**src/rtl/mem_port_arbiter.sv**
```systemverilog
// Arbiter sharing one single-ported memory between instruction fetch and load/store.
// One transaction in flight at a time; data has priority, bounded by a fetch starvation counter.
module mem_port_arbiter #(
    parameter int AW           = 32,
    parameter int DW           = 32,
    parameter int STARVE_LIMIT = 4
) (
    input  logic            clk,
    input  logic            resetn,
    input  logic            f_req_i,
    input  logic [AW-1:0]   f_addr_i,
    output logic            f_gnt_o,
    output logic            f_rvalid_o,
    output logic [DW-1:0]   f_rdata_o,
    input  logic            d_req_i,
    input  logic            d_we_i,
    input  logic [DW/8-1:0] d_be_i,
    input  logic [AW-1:0]   d_addr_i,
    input  logic [DW-1:0]   d_wdata_i,
    output logic            d_gnt_o,
    output logic            d_rvalid_o,
    output logic [DW-1:0]   d_rdata_o,
    output logic            mem_req_o,
    output logic            mem_we_o,
    output logic [DW/8-1:0] mem_be_o,
    output logic [AW-1:0]   mem_addr_o,
    output logic [DW-1:0]   mem_wdata_o,
    input  logic            mem_gnt_i,
    input  logic            mem_rvalid_i,
    input  logic [DW-1:0]   mem_rdata_i,
    output logic            busy_o,
    output logic            err_o
);

    localparam logic [3:0] LIMIT = 4'(STARVE_LIMIT);

    typedef enum logic [2:0] {
        S_IDLE,
        S_REQ_F,
        S_REQ_D,
        S_WAIT_F,
        S_WAIT_D
    } state_e;

    state_e          state_q, state_d;
    logic [3:0]      starve_q, starve_d;
    logic            f_rvalid_q, d_rvalid_q, err_q;
    logic [DW-1:0]   f_rdata_q, d_rdata_q;

    logic idle, f_win, d_win, sel_f;

    always_comb begin
        idle  = (state_q == S_IDLE);
        f_win = f_req_i && (!d_req_i || (starve_q == LIMIT));
        d_win = d_req_i && !f_win;
        // Outside IDLE the owner is locked by the state, not by the live requests.
        sel_f = idle ? f_win : ((state_q == S_REQ_F) || (state_q == S_WAIT_F));

        mem_req_o   = idle ? (f_req_i || d_req_i)
                           : ((state_q == S_REQ_F) || (state_q == S_REQ_D));
        mem_we_o    = sel_f ? 1'b0 : d_we_i;
        mem_be_o    = sel_f ? '1 : d_be_i;
        mem_addr_o  = sel_f ? f_addr_i : d_addr_i;
        mem_wdata_o = sel_f ? '0 : d_wdata_i;

        f_gnt_o = mem_gnt_i && ((idle && f_win) || (state_q == S_REQ_F));
        d_gnt_o = mem_gnt_i && ((idle && d_win) || (state_q == S_REQ_D));

        state_d = state_q;
        unique case (state_q)
            S_IDLE: begin
                if (f_win)      state_d = mem_gnt_i ? S_WAIT_F : S_REQ_F;
                else if (d_win) state_d = mem_gnt_i ? S_WAIT_D : S_REQ_D;
            end
            S_REQ_F:  if (mem_gnt_i)    state_d = S_WAIT_F;
            S_REQ_D:  if (mem_gnt_i)    state_d = S_WAIT_D;
            S_WAIT_F: if (mem_rvalid_i) state_d = S_IDLE;
            S_WAIT_D: if (mem_rvalid_i) state_d = S_IDLE;
            default:                    state_d = S_IDLE;
        endcase

        starve_d = starve_q;
        if (!f_req_i || f_gnt_o)
            starve_d = '0;
        else if (d_gnt_o && (starve_q != LIMIT))
            starve_d = starve_q + 4'd1;
    end

    always_ff @(posedge clk or negedge resetn) begin
        if (!resetn) begin
            state_q    <= S_IDLE;
            starve_q   <= '0;
            f_rvalid_q <= 1'b0;
            d_rvalid_q <= 1'b0;
            err_q      <= 1'b0;
            f_rdata_q  <= '0;
            d_rdata_q  <= '0;
        end else begin
            state_q    <= state_d;
            starve_q   <= starve_d;
            f_rvalid_q <= mem_rvalid_i && (state_q == S_WAIT_F);
            d_rvalid_q <= mem_rvalid_i && (state_q == S_WAIT_D);
            err_q      <= mem_rvalid_i && (state_q != S_WAIT_F) && (state_q != S_WAIT_D);
            if (mem_rvalid_i && (state_q == S_WAIT_F)) f_rdata_q <= mem_rdata_i;
            if (mem_rvalid_i && (state_q == S_WAIT_D)) d_rdata_q <= mem_rdata_i;
        end
    end

    assign f_rvalid_o = f_rvalid_q;
    assign f_rdata_o  = f_rdata_q;
    assign d_rvalid_o = d_rvalid_q;
    assign d_rdata_o  = d_rdata_q;
    assign err_o      = err_q;
    assign busy_o     = !idle || f_req_i || d_req_i;

endmodule

```
**config.mk**
```make
export PLATFORM = sky130hd
export DESIGN_NAME = mem_port_arbiter
export DESIGN_NICKNAME = d
export VERILOG_FILES = /design/src/rtl/mem_port_arbiter.sv
export SDC_FILE = /design/constraint.sdc
export NUM_CORES = 1
export LEC_CHECK = 0
export BUFFER_PORTS_ARGS = -buffer_cell sky130_fd_sc_hd__buf_2
export CAP_MARGIN = 0
export CORE_AREA = 2 2 108 110
export DETAILED_ROUTE_END_ITERATION = 7
export DIE_AREA = 0 0 110 112
export GPL_ROUTABILITY_DRIVEN = 0
export PLACE_DENSITY = 0.69
export SYNTH_ARGS = -nofsm -noshare
export SYNTH_HDL_FRONTEND = slang
export SYNTH_SLANG_ARGS = --single-unit
```
**constraint.sdc**
```tcl
create_clock -name clk -period 4.8 [get_ports clk]
set_input_delay 0.72 -clock clk [delete_from_list [all_inputs] [get_ports clk]]
set_output_delay 0.72 -clock clk [all_outputs]
set_load 0.01 [all_outputs]
```
# Word level (Yosys, flattened, before mapping)
# Index checks and enable logic that the tools add are counted.
classes:
  n_mux: 16
  addsub: 1
  n_eq_ne: 12
  reduce_logical: 28
op_table:
  columns: ["op", "n"]
  rows:
  - ["$mux 32", 2]
  - ["$mux 3", 6]
  - ["$mux 4", 3]
  - ["$pmux 3 s4", 1]
  - ["$logic_and 1x1->1", 11]
  - ["$logic_or 1x1->1", 9]
  - ["$eq 3x2->1 const B", 2]
  - ["$add 4x1->4 const B", 1]
  - ["$eq 4x3->1 const B", 1]
  - ["$logic_not 1->1", 4]
  - ["$ne 2x2->1 const B", 2]
  - ["$ne 4x3->1 const B", 1]
  - ["$reduce_and 4->1", 1]
  - ["$eq 3x1->1 const B", 1]
  - ["$eq 3x3->1 const B", 1]
  - ["$logic_not 3->1", 1]
  - ["$mux 1", 3]
  - ["$ne 3x1->1 const B", 1]
  - ["$ne 3x2->1 const B", 1]
  - ["$ne 3x3->1 const B", 1]
  - ["$mux 2", 1]
  - ["$ne 2x1->1 const B", 1]
  - ["$reduce_bool 2->1", 1]
  - ["$reduce_or 2->1", 1]
word_totals:
  ff_bits: 74
  word_cells: 64
  input_bits: 139

# Longest topological paths before layout
# Gate-level depths: netlist of run 1.
logic_depth:
  word_depth: 11
  mapped_depth: 9

# Worst setup path after synthesis of run 1
# OpenSTA, ideal clock, no wires.
synth_timing:
  kind: "input-to-output"
  start: "in f_req_i"
  end: "out mem_addr_o[10]"
  slack_ps: 2426
  path_buffers: 1
  path_stages: 5
  t_arrival_ps: 1654
  cell_sequence: "nand2b_1 > a21oi_1 > o21bai_2 > buf_2 > mux2_2"
synth_between:
  elab_chain_cells: 3
synth_lines:
  columns: ["element", "line", "rtl"]
  rows:
  - ["from (decl)", "10", "input logic f_req_i,"]
  - ["$logic_and 1x1->1", "54", "f_win = f_req_i && (!d_req_i || (starve_q == LIMIT));"]
  - ["$mux 1", "57", "sel_f = idle ? f_win : ((state_q == S_REQ_F) || (state_q == S_WAIT_F));"]
  - ["$mux 32", "63", "mem_addr_o = sel_f ? f_addr_i : d_addr_i;"]
  - ["to (decl)", "26", "output logic [AW-1:0] mem_addr_o,"]
# Every way passes these cells.

# Worst setup path after layout of run 1
layout_timing:
  start: "reg starve_q[0]"
  end: "out mem_addr_o[25]"
layout_between:
  elab_chain_cells: 5
layout_lines:
  columns: ["element", "line", "rtl"]
  rows:
  - ["from (decl)", "46", "logic [3:0] starve_q, starve_d;"]
  - ["from (signal assigned)", "100", "starve_q <= starve_d;"]
  - ["$eq 4x3->1", "54", null]
  - ["$logic_or 1x1->1", "54", null]
  - ["$logic_and 1x1->1", "54", null]
  - ["$mux 1", "57", null]
  - ["$mux 32", "63", null]
# Every way passes these cells.

==> results_dict.tcl, run 1 <==
set metrics [dict create \
    status "completed" \
    synthArstFlopShare_pct 100 \
    grt_usage_pct 17.5 \
    p_sw_share_pct 35.8 \
    fin_crit_sh_pct 75.6 \
    clk_path_buf_depth 2 \
    synth-edff-count 0 \
    synth_ff_type "dfrtp_1" \
    rows 39 \
    min_path_type "input pin to async pin" \
    via_per_inst 4.61 \
    critical-path-top-delay-family "compound AO/OA/AOI/OAI gates" \
    worstPathMaxFanout 50 \
    overflow 0 \
    cts_hold_buf 0 \
    fp.dieH_um 112 \
    slew-limit-headroom_pct 35.9 \
    coreArea_um2 11200 \
    setup_viol 0 \
    seqPwrFrac_pct 33.1 \
    start_util_pct 32.6 \
    crit_arrival_ps 2910 \
    cts_tree "done" \
    fin_skew_ps 7.21 \
    die-area_um2 12300 \
    ys_types 34 \
    crit_path_top_delay_cell "o21bai_4" \
    path_buf_inv 3 \
    clk_pin_slew_ps 60 \
    dr_total_vias 3248 \
    finalWirelength_um 11000 \
    ys_ff_latch 74 \
    detail-route-antenna-nets 0 \
    numPlacedInstances 688 \
    leakage_uw 0.00287 \
    clockPowerShare_pct 20.5 \
    finalSetupTns_ps 0 \
    ir_drop_uv 306 \
    fmax_mhz 276 \
    antenna_found_initial 0 \
    p_comb_share_pct 46.4 \
    seq_area_frac_synth_pct 50.9 \
    cpPeakStageDelay_ps 750 \
    cts-resized-gates 0 \
    hpwl_um 8790 \
    p_switching_uw 1180 \
    syn_area_per_cell_um2 13.0 \
    critPathLaunchType "register" \
    grt_pass1_vias 3275 \
    mostFrequentLayoutCells "buf_2 (278), mux2_2 (96), dfrtp_1 (74)" \
    period_needed_ps 3630 \
    avgRoutedWirePerCell_um 15.6 \
    num_antenna_cells 0 \
    drc 0 \
    grt_start_max_net_pins 51 \
    maxCapViolCount 0 \
    io_pins 279 \
    drtPass1Iterations 4 \
    endpoint_kind "output pin" \
    io_buffer_count 278 \
    intPower_uw 2120 \
    grt_pass1_wl_um 16400 \
    drive_gt1_share_pct 71.1 \
    area_growth_pct 49.8 \
    hold_violations 0 \
    synth_area_um2 3640 \
    syn_nets 423 \
    post-cts-setup-buffer-count 0 \
    cts_buffers 9 \
    tightest_slew_ps 959 \
    cts_sinks 74 \
    die_w_um 110 \
    fin_nets 698 \
    layout_commonest_cell "buf_2" \
    worstSetupPathType "register to output pin" \
    drt-initial-drc-count 78 \
    finalNonFillerCells 704 \
    htreeDepth 3 \
    path_cells "inv_1 > ha_1 > nand3b_4 > a21oi_1 > o21bai_4 > buf_4 > mux2_2 > buf_2" \
    rsz0062_at_grt "false" \
    powerDensity_nw_per_um2 605 \
    synthCells 281 \
    crit_required_ps 4080 \
    clock_latency_ps 320 \
    ys.warnings.count 0 \
    drv_slew 0 \
    cts_root_buf "clkbuf_16" \
]
## Yosys cell counts (2+ instances only)
library cell	n	area share [%]
dfrtp_1	74	51
ha_1	3	1.0
a221oi_1	2	0.48
nand2_1	5	0.52
a211oi_1	2	0.41
nor3_1	2	0.28
mux2_2	96	30
buf_2	12	1.7
nor2_1	5	0.52
mux2i_1	2	0.55
clkbuf_1	2	0.21
nand2b_1	6	1.0
inv_1	8	0.83
nand3_1	3	0.41
and2_1	34	5.8
o21ai_0	3	0.41
a21oi_1	5	0.69
## flip-flops by register name (all words and copies together) (netlist names)
name	flops
d_rdata_o	32
f_rdata_o	32
starve_q	4
state_q	3
d_rvalid_o	1
err_o	1
f_rvalid_o	1
## final cells by class
type | count | area [um^2]
well taps | 143 | 179
fillers | 1035 | 5720
inverters | 8 | 30.0
multi-input cells | 182 | 1670
clock buffers | 9 | 225
flip-flops and latches | 74 | 1850
repair buffers | 281 | 1410
clock inverters | 7 | 77.6
## final timing paths
kind	startpoint	to	slack, ps	depth (start not counted)
min	resetn	d_rdata_o[21]$_DFFE_PN0P_	500	1
max in group asynchronous	resetn	d_rdata_o[30]$_DFFE_PN0P_	3300	2
min in group clk	f_rdata_o[29]$_DFFE_PN0P_	f_rdata_o[29]$_DFFE_PN0P_	500	1
min reg2reg	f_rdata_o[29]$_DFFE_PN0P_	f_rdata_o[29]$_DFFE_PN0P_	500	1
max	starve_q[0]$_DFFE_PN0P_	mem_addr_o[25]	1170	8
max reg2reg	state_q[0]$_DFFE_PN0P_	d_rdata_o[11]$_DFFE_PN0P_	2390	4
## stage by stage
stage	util (%)	hold slack [ps]	area [um^2]	worst slack [ps]	power (uW)
floorplan	-	424	3640	2430	2010
global placement	46.1	482	5150	1500	2600
detailed placement	46.1	490	5150	1400	2650
CTS	48.8	504	5450	1150	3340
global route	48.8	509	5450	948	3510
finish	48.8	500	5450	1170	3300
## routing by layer
layer  global-route usage (%)  up-vias  wire [um]  share of wire (%)
met2                     30.8      155       5540                 50
met3                     2.99       14        715                6.5
met4                     6.24        0        200                1.8
met5                        0        -          0                  0
li1                         -     1528          -                  -
met1                     21.0     1551       4540                 41
## logic make-up (layout without fill, tap and decap cells)
family | count (synthesis) | after routing | share of synthesized area (%)
buffers and inverters | 25 | 305 | 3.33
adders and majority gates | 3 | 3 | 1.03
muxes | 98 | 98 | 30.3
and+or+nand+nor | 65 | 65 | 11.3
DFF | 74 | 74 | 50.9
xor gates and xnor gates | 1 | 1 | 0.241
AOI/OAI and AO/OA | 15 | 15 | 2.92
## power groups by stage
stage	clock network, uW	logic [uW]	registers [uW]
after floorplan	0	809	1200
after global placement	0	1510	1090
after detailed placement	0	1540	1110
after CTS	693	1550	1100
after global routing	718	1660	1140
final	676	1530	1090
No activity file was read; power rests on OpenSTA's default activity.
==> run 2: changes to the inputs <==
--- a/config.mk
+++ b/config.mk
@@ -7,11 +7,11 @@
 export LEC_CHECK = 0
 export BUFFER_PORTS_ARGS = -buffer_cell sky130_fd_sc_hd__buf_2
 export CAP_MARGIN = 0
-export CORE_AREA = 2 2 108 110
+export CORE_AREA = 2 2 107 109
 export DETAILED_ROUTE_END_ITERATION = 7
-export DIE_AREA = 0 0 110 112
+export DIE_AREA = 0 0 109 111
 export GPL_ROUTABILITY_DRIVEN = 0
-export PLACE_DENSITY = 0.69
+export PLACE_DENSITY = 0.73
 export SYNTH_ARGS = -nofsm -noshare
 export SYNTH_HDL_FRONTEND = slang
 export SYNTH_SLANG_ARGS = --single-unit
==> constraint.sdc (replaced) <==
create_clock -name clk -period 3.1 [get_ports clk]
set_input_delay 0.465 -clock clk [delete_from_list [all_inputs] [get_ports clk]]
set_output_delay 0.465 -clock clk [all_outputs]
set_load 0.01 [all_outputs]
==> results_dict.tcl, run 2 (synthesis results as in run 1) <==
set metrics [dict create \
    status "completed" \
    drv_slew 0 \
    fin_nets 703 \
    io_pins 279 \
    start_util_pct 32.9 \
    worstPathMaxFanout 11 \
    crit_arrival_ps 2460 \
    grt_pass1_wl_um 20100 \
    fillers 1042 \
    grt_usage_pct 22.8 \
    cts_tree "done" \
    coreArea_um2 11100 \
    overflow 0 \
    final_util_pct 50.1 \
    worstSetupPathType "register to output pin" \
    crit_required_ps 2630 \
    maxCapViolCount 0 \
    crit_path_top_delay_cell "a21oi_1" \
    clk_path_buf_depth 2 \
    die_w_um 109 \
    clock_latency_ps 330 \
    critPathLaunchType "register" \
    powerDensity_nw_per_um2 973 \
    finalSetupTns_ps 0 \
    grt_pass1_vias 3541 \
    register_area_um2 1850 \
    multi_input_area_um2 1690 \
    rrSetupSlack_ps 840 \
    reg2reg_depth 4 \
    finalWirelength_um 13700 \
    hold_violations 0 \
    drc 0 \
    tightest_slew_ps 947 \
    cpPeakStageDelay_ps 420 \
    reg2reg_to "f_rdata_o[18]$_DFFE_PN0P_" \
    rows 39 \
    power_uw 5400 \
    path_buf_inv 3 \
    drtPass1Iterations 4 \
    rsz0062_at_grt "false" \
    cts_hold_buf 0 \
    leakage_uw 0.00293 \
    fmax_mhz 341 \
    htreeDepth 3 \
    min_path_type "input pin to async pin" \
    mostFrequentLayoutCells "buf_2 (278), mux2_2 (96), dfrtp_1 (74)" \
    hpwl_um 11400 \
    clk_pin_slew_ps 60 \
    slew-limit-headroom_pct 36.8 \
    die-area_um2 12100 \
    fin_skew_ps 6.40 \
    detail-route-antenna-nets 0 \
    dr_total_vias 3385 \
    via_per_inst 4.77 \
    drt-initial-drc-count 256 \
    period_needed_ps 2930 \
    reg2reg_from "state_q[2]$_DFFE_PN0P_" \
    layout_commonest_cell "buf_2" \
    endpoint_kind "output pin" \
    ir_drop_uv 477 \
    cts_buffers 9 \
    path_cells "inv_1 > ha_1 > nand3b_4 > a21oi_1 > o21bai_4 > buf_4 > mux2_2 > buf_2" \
    area_growth_pct 52.5 \
    antenna_found_initial 2 \
    fin_crit_sh_pct 94.5 \
    grt_start_max_net_pins 48 \
    cts_sinks 74 \
    fp.dieH_um 111 \
    cts_root_buf "clkbuf_16" \
    critical-path-top-delay-family "compound AO/OA/AOI/OAI gates" \
    setup_viol 0 \
    io_buffer_count 278 \
    avgRoutedWirePerCell_um 19.3 \
    drive_gt1_share_pct 71.4 \
]
==> run 2: layout make-up <==
class                   instances  area share [%]
clock inverters                 7            2.10
inverters                       8           0.541
multi-input cells             183            30.4
clock buffers                   9            4.06
repair buffers                285            26.3
diodes                          1          0.0451
well taps                     143            3.22
flip-flops and latches         74            33.4
==> run 2: where the power goes <==
| group | internal (uW) | total (uW) | switching, uW | leakage, uW |
|---|---|---|---|---|
| logic | 1260 | 2550 | 1280 | 0.00185 |
| clock network | 785 | 1180 | 392 | 0.000166 |
| registers | 1430 | 1670 | 248 | 0.000909 |
| total | 3470 | 5400 | 1920 | 0.00293 |
==> run 2: timing repair <==
item,4_1_cts,5_1_grt
endpoints found under the setup margin,34,0
resized for setup,1,0
setup buffers,1,0
endpoints found under the hold margin,0,0
==> run 2: metrics by stage <==
stage                     setup WS (ps)  instance area, um^2  hold slack, ps  cells
after floorplan                    1010                 3640             169    281
after global placement              362                 5180             482    691
after detailed placement            188                 5180             490    691
after CTS                           163                 5550             239    709
after global routing               33.6                 5550             282    709
final                               170                 5550             226    710
==> run 2: worst max-delay path by stage <==
stage | cells past startpoint | end | slack, ps | from
floorplan | 7 | mem_addr_o[10] | 1010 | starve_q[0]$_DFFE_PN0P_
global placement | 8 | mem_addr_o[17] | 360 | starve_q[0]$_DFFE_PN0P_
detailed placement | 8 | mem_addr_o[21] | 190 | starve_q[0]$_DFFE_PN0P_
CTS | 8 | mem_addr_o[0] | 160 | starve_q[0]$_DFFE_PN0P_
global route | 8 | mem_addr_o[21] | 30 | starve_q[0]$_DFFE_PN0P_
finish | 8 | mem_addr_o[3] | 170 | starve_q[0]$_DFFE_PN0P_
==> run 2: layer usage <==
metal	vias to the layer above	wire length, um	GRT usage, %
li1	1539	-	-
met1	1638	4900	24.8
met2	186	6940	39.0
met3	20	1470	8.17
met4	2	398	10.4
met5	-	13	0
